`config.mk`:
```
export PLATFORM = sky130hd
export DESIGN_NAME = ram_reader
export DESIGN_NICKNAME = d
export VERILOG_FILES = /design/src/rtl/ram_reader_pkg.sv /design/src/rtl/ram_reader_skid.sv /design/src/rtl/ram_reader.sv
export SDC_FILE = /design/constraint.sdc
export NUM_CORES = 1
export LEC_CHECK = 0
export BUFFER_PORTS_ARGS = -buffer_cell sky130_fd_sc_hd__buf_2
export CAP_MARGIN = 25
export CORE_MARGIN = 2
export CORE_UTILIZATION = 54
export DETAILED_ROUTE_END_ITERATION = 8
export GPL_TIMING_DRIVEN = 0
export PLACE_DENSITY_LB_ADDON = 0.2
export SETUP_SLACK_MARGIN = 0.1
export SKIP_CTS_REPAIR_TIMING = 1
export SYNTH_ARGS = -nofsm -noshare
export SYNTH_HDL_FRONTEND = slang
export SYNTH_SLANG_ARGS = --single-unit
```
`constraint.sdc`:
```
create_clock -name clk -period 3.53 [get_ports clk]
set_clock_uncertainty 0.15 [all_clocks]
set_input_delay 0.353 -clock clk [delete_from_list [all_inputs] [get_ports clk]]
set_output_delay 0.353 -clock clk [all_outputs]
set_load 0.03 [all_outputs]
```
`src/rtl/ram_reader_pkg.sv`:
```
// ram_reader shared types: FSM encoding and output buffer depth.
// Optional checksum outputs are enabled by defining RAM_READER_CSUM_EN.
package ram_reader_pkg;

  typedef enum logic [1:0] {
    IDLE  = 2'd0,
    READ  = 2'd1,
    DRAIN = 2'd2
  } state_t;

  localparam int BUF_DEPTH = 2;

endpackage

```
`src/rtl/ram_reader_skid.sv`:
```
// Two-entry output buffer for ram_reader; holds data plus last flag.
module ram_reader_skid
  import ram_reader_pkg::*;
#(
  parameter int W = 17
) (
  input  logic         clk,
  input  logic         rst_n,
  input  logic         push,
  input  logic         pop,
  input  logic [W-1:0] din,
  output logic [W-1:0] dout,
  output logic         full,
  output logic         empty,
  output logic [1:0]   count
);

  logic [W-1:0] mem [BUF_DEPTH];
  logic         wptr;
  logic         rptr;
  logic         do_push;
  logic         do_pop;

  assign full    = (count == 2'(BUF_DEPTH));
  assign empty   = (count == 2'd0);
  assign do_pop  = pop && !empty;
  assign do_push = push && (!full || do_pop);
  assign dout    = mem[rptr];

  always_ff @(posedge clk or negedge rst_n) begin
    if (!rst_n) begin
      for (int i = 0; i < BUF_DEPTH; i++) mem[i] <= '0;
      wptr  <= 1'b0;
      rptr  <= 1'b0;
      count <= 2'd0;
    end else begin
      if (do_push) begin
        mem[wptr] <= din;
        wptr      <= ~wptr;
      end
      if (do_pop) rptr <= ~rptr;
      count <= count + {1'b0, do_push} - {1'b0, do_pop};
    end
  end

endmodule

```
`src/rtl/ram_reader.sv`:
```
// Burst reader: streams length words from a registered-read RAM.
// Define RAM_READER_CSUM_EN to add the csum/csum_valid outputs.
module ram_reader
  import ram_reader_pkg::*;
#(
  parameter int DWIDTH = 16,
  parameter int AWIDTH = 7
) (
  input  logic              clk,
  input  logic              rst_n,
  input  logic              start,
  input  logic [AWIDTH-1:0] base_addr,
  input  logic [AWIDTH:0]   length,
  output logic              busy,
  output logic              done,
  output logic              rden,
  output logic [AWIDTH-1:0] rdaddr,
  input  logic [DWIDTH-1:0] rd_data,
  output logic [DWIDTH-1:0] m_data,
  output logic              m_valid,
  input  logic              m_ready,
  output logic              m_last
`ifdef RAM_READER_CSUM_EN
  ,
  output logic [DWIDTH-1:0] csum,
  output logic              csum_valid
`endif
);

  state_t            state;
  logic [AWIDTH:0]   rem;
  logic              pend;
  logic              pend_last;
  logic              pop;
  logic              fin;
  logic              full;
  logic              empty;
  logic [1:0]        cnt;
  logic [2:0]        occ;
  logic [DWIDTH:0]   head;

  ram_reader_skid #(.W(DWIDTH + 1)) u_skid (
    .clk   (clk),
    .rst_n (rst_n),
    .push  (pend),
    .pop   (pop),
    .din   ({pend_last, rd_data}),
    .dout  (head),
    .full  (full),
    .empty (empty),
    .count (cnt)
  );

  assign m_valid = !empty;
  assign m_data  = head[DWIDTH-1:0];
  assign m_last  = !empty && head[DWIDTH];
  assign pop     = m_valid && m_ready;
  assign busy    = (state != IDLE);

  // Occupancy credits a pop this cycle so a full-rate stream keeps flowing.
  assign occ  = {1'b0, cnt} - {2'b0, pop} + {2'b0, pend};
  assign rden = (state == READ) && !full && (occ < 3'(BUF_DEPTH));

  assign fin = ((state == DRAIN) && pop && m_last)
            || ((state == IDLE) && start && (length == '0));

  always_ff @(posedge clk or negedge rst_n) begin
    if (!rst_n) begin
      state     <= IDLE;
      rem       <= '0;
      rdaddr    <= '0;
      pend      <= 1'b0;
      pend_last <= 1'b0;
      done      <= 1'b0;
    end else begin
      done      <= fin;
      pend      <= rden;
      pend_last <= rden && (rem == (AWIDTH+1)'(1));
      unique case (state)
        IDLE: begin
          if (start && (length != '0)) begin
            state  <= READ;
            rem    <= length;
            rdaddr <= base_addr;
          end
        end
        READ: begin
          if (rden) begin
            rdaddr <= rdaddr + AWIDTH'(1);
            rem    <= rem - (AWIDTH+1)'(1);
            if (rem == (AWIDTH+1)'(1)) state <= DRAIN;
          end
        end
        DRAIN: begin
          if (pop && m_last) state <= IDLE;
        end
        default: state <= IDLE;
      endcase
    end
  end

`ifdef RAM_READER_CSUM_EN
  always_ff @(posedge clk or negedge rst_n) begin
    if (!rst_n) begin
      csum       <= '0;
      csum_valid <= 1'b0;
    end else begin
      csum_valid <= fin;
      if ((state == IDLE) && start) csum <= '0;
      else if (pop)                 csum <= csum ^ m_data;
    end
  end
`endif

endmodule

```
==> impl_results.md <==
* Outcome: finished, final reports clean
* CTS tree: yes
* Vias in the first global route at 2,187
* Crit Path Class: flop to output pin
* Worst Setup EP: rden
* Worst Path Required at 3030 ps
* Cells after synthesis at 239
* Tcrit/Tclk final at 94.3%
* Largest family of logic cells by synthesized area: multiplexers
* Yosys top cell area share at 49.6%
* Total I/O pin count at 63
* Synth Cell Area at 0.00293 mm²
* H-tree levels at 3
* Top cells by area, synth: dfrtp_1, mux2_2, ha_1, inv_1, nor2_1
* Area grow syn2layout at 23.4%
* Simple-gate share of the synthesized area at 11.0%
* Xor/xnor share of the synthesized area at 1.20%
* Maxcap violations at 0
* Slew Viols, Final at 0
* Post-synthesis compound-gate area fraction at 10.8%
* CP Launch Type: flop
* Die Span Y at 77.6 µm
* Leak at 1.72 nW
* Setup TNS at 0 ps
* Site Rows at 26
* Routability Congestion at 0.848
* Largest net degree at the start of global routing at 40
* Final Hold Vio Count at 0
* Yosys warnings at 0
* GRT Overall Usage at 22.5%
* WL per Instance at 15.8 µm
* Drt first pass iters at 4
* Fmax at 300 MHz
* Max IR drop VDD at 0.569 mV
* CTS Root Cell: clkbuf_8
* Minimum clock period at 3330 ps
* Adder-Cell Fraction of Synth Area at 3.25%
* Fraction of synthesized area in multiplexers at 20.8%
* Worst-Skew Late Latency at 340 ps
* Die X-Extent at 77.6 µm
* First-pass GRT wire length at 10,400 µm
* DRT antenna net count at 0
* Fraction of registers with async set/reset at 100%
* Syn Nets at 281
* Cells on Worst Hold Path at 2
* Grt ovf at 0
* Leading area contributor after synthesis: dfrtp_1
* Slew margin rel. at 53.1%
* Vias at 2,212
* Worst r2r src: u_skid.count[0]
* Distinct cells, synth at 50
* Worst Path Arrival at 2830 ps
* FF+latch count, synth at 58
* HP Class: primary input to flop
* PortBufs at 62
* HPWL Detailed at 4320 µm
* Worst Setup SP: u_skid.count[0]
* Crit path max fanout at 11
* Tot Pwr at 0.00356 W
* TritonCTS Sinks at 58
* Synth Flop Type: dfrtp_1
* FF-to-FF End: rdaddr[0]
* EDFF count, synth at 0
* TritonCTS Buffers at 9
* Crit. End Element: output pin
* Reg clk slew, reported paths at 60 ps
* Final setup viols at 0
* Vias per inst at 5.59
* DRT iter0 DRCs at 71
* Final wirelength at 6260 µm
* Unrepaired setup endpoints after global routing: no
* Starting Density at 56.6%
* NumNets Final at 363
* Antenna fix cells at 0
* Die footprint at 0.00603 mm²
* Bufs on Longest Clock Path at 2
* Pwr per Cell Area at 984 mW/mm²
* R2R Setup Slk at 680 ps
* Share of layout cells above drive strength 1 at 50.6%
* Initial antenna violation count at 0
* DR DRC count at 0
* Mean Syn Cell Area at 12.3 µm²
* Core Region at 0.00517 mm²
* Worst-margin pin slew at 702 ps
* FF-to-FF path depth at 10
* Sequential area share after synthesis at 49.6%
worst max-delay path, cell delays in order, from the launching register on:
cell      delay (ps)
dfrtp_2          440
o21ai_4          160
inv_1             60
ha_1             270
nand2b_1         170
fa_1             470
and3_4           220
o211ai_4         210
inv_1            110
buf_4            200
buf_2            190
power by group:
part,switching (W),leakage [nW],internal (W),total [W]
logic,0.00102,0.930,0.000824,0.00184
clock network,0.000266,0.0851,0.000270,0.000536
registers,0.000213,0.708,0.000965,0.00118
total,0.00150,1.72,0.00206,0.00356
layout by cell type (no fill, tap or decap), drive strengths merged, types with 5 or more instances in the layout:
cell type | Yosys | layout
a21oi | 6 | 6
buf | 5 | 75
clkbuf | 4 | 15
dfrtp | 58 | 58
ha | 6 | 6
inv | 12 | 12
mux2 | 51 | 51
nand2 | 10 | 10
nand3 | 6 | 6
nand4 | 5 | 5
nor2 | 13 | 13
nor3 | 6 | 6
o21ai | 5 | 5
final cells by class:
type,count,area (µm²)
plain buffers,9,55.1
clock buffers,11,141
clock inverters,5,30.0
fillers,391,1560
inverters,13,48.8
multi-input cells,159,1400
flip-flops and latches,58,1450
well taps,70,87.6
repair buffers,71,393
synth_stat cells, types with 2 or more instances:
library cell and count:
nand4_1 5, buf_2 3, dfrtp_1 58, nand2b_1 2
or4_4 2, nor4_1 3, mux2i_1 3, ha_1 6
clkbuf_1 4, a2bb2oi_1 3, nor3_1 6, mux2_2 50
o32a_2 4, xnor2_1 4, a211oi_1 2, nor3b_1 2
inv_1 12, nor2_1 12, nand2_1 8, o21ai_0 4
o211a_1 4, o221a_2 4, a21oi_1 6, nand3_1 6
registers in the layout, summed over array words and instances, names as in the netlist:
name          cells
u_skid.wptr       1
state             2
rem               8
u_skid.rptr       1
done              1
pend              1
pend_last         1
u_skid.count      2
rdaddr            7
u_skid.mem       34
worst min-delay path by stage:
stage	startpoint	endpoint	slack, ps
2_1_floorplan	rst_n	done	-90
3_3_place_gp	u_skid.mem[10]	u_skid.mem[10]	330
3_5_place_dp	rst_n	rdaddr[4]	200
4_1_cts	rst_n	rdaddr[6]	-170
5_1_grt	rd_data[7]	u_skid.mem[24]	90
6_report	rd_data[13]	u_skid.mem[13]	110
cell families after synthesis:
logic type / after synthesis
xor gates and xnor gates: 4
adders and majority gates: 7
AOI/OAI and AO/OA: 37
muxes: 54
DFF: 58
and+or+nand+nor: 57
buffers and inverters: 22
through the flow:
step	utilization (%)	hold WS, ps	area [µm²]	setup WS, ps	cells
finish	69.8	109	3610	201	396
floorplan	-	-92.6	2930	361	239
global route	69.8	90.3	3610	95.6	396
detailed placement	64.7	203	3350	-188	372
global placement	64.3	331	3330	-196	371
CTS	68.0	-173	3520	-576	388
routing by layer:
layer  track usage [%]  vias up  part of all wire, %
li1                  -     1047                    -
met1              31.6     1089                   47
met2              33.3       67                   47
met3              4.65        9                  5.4
met4              11.3        0                  1.1
met5                 0        -                    0
No activity file was read; power rests on OpenSTA's default activity.
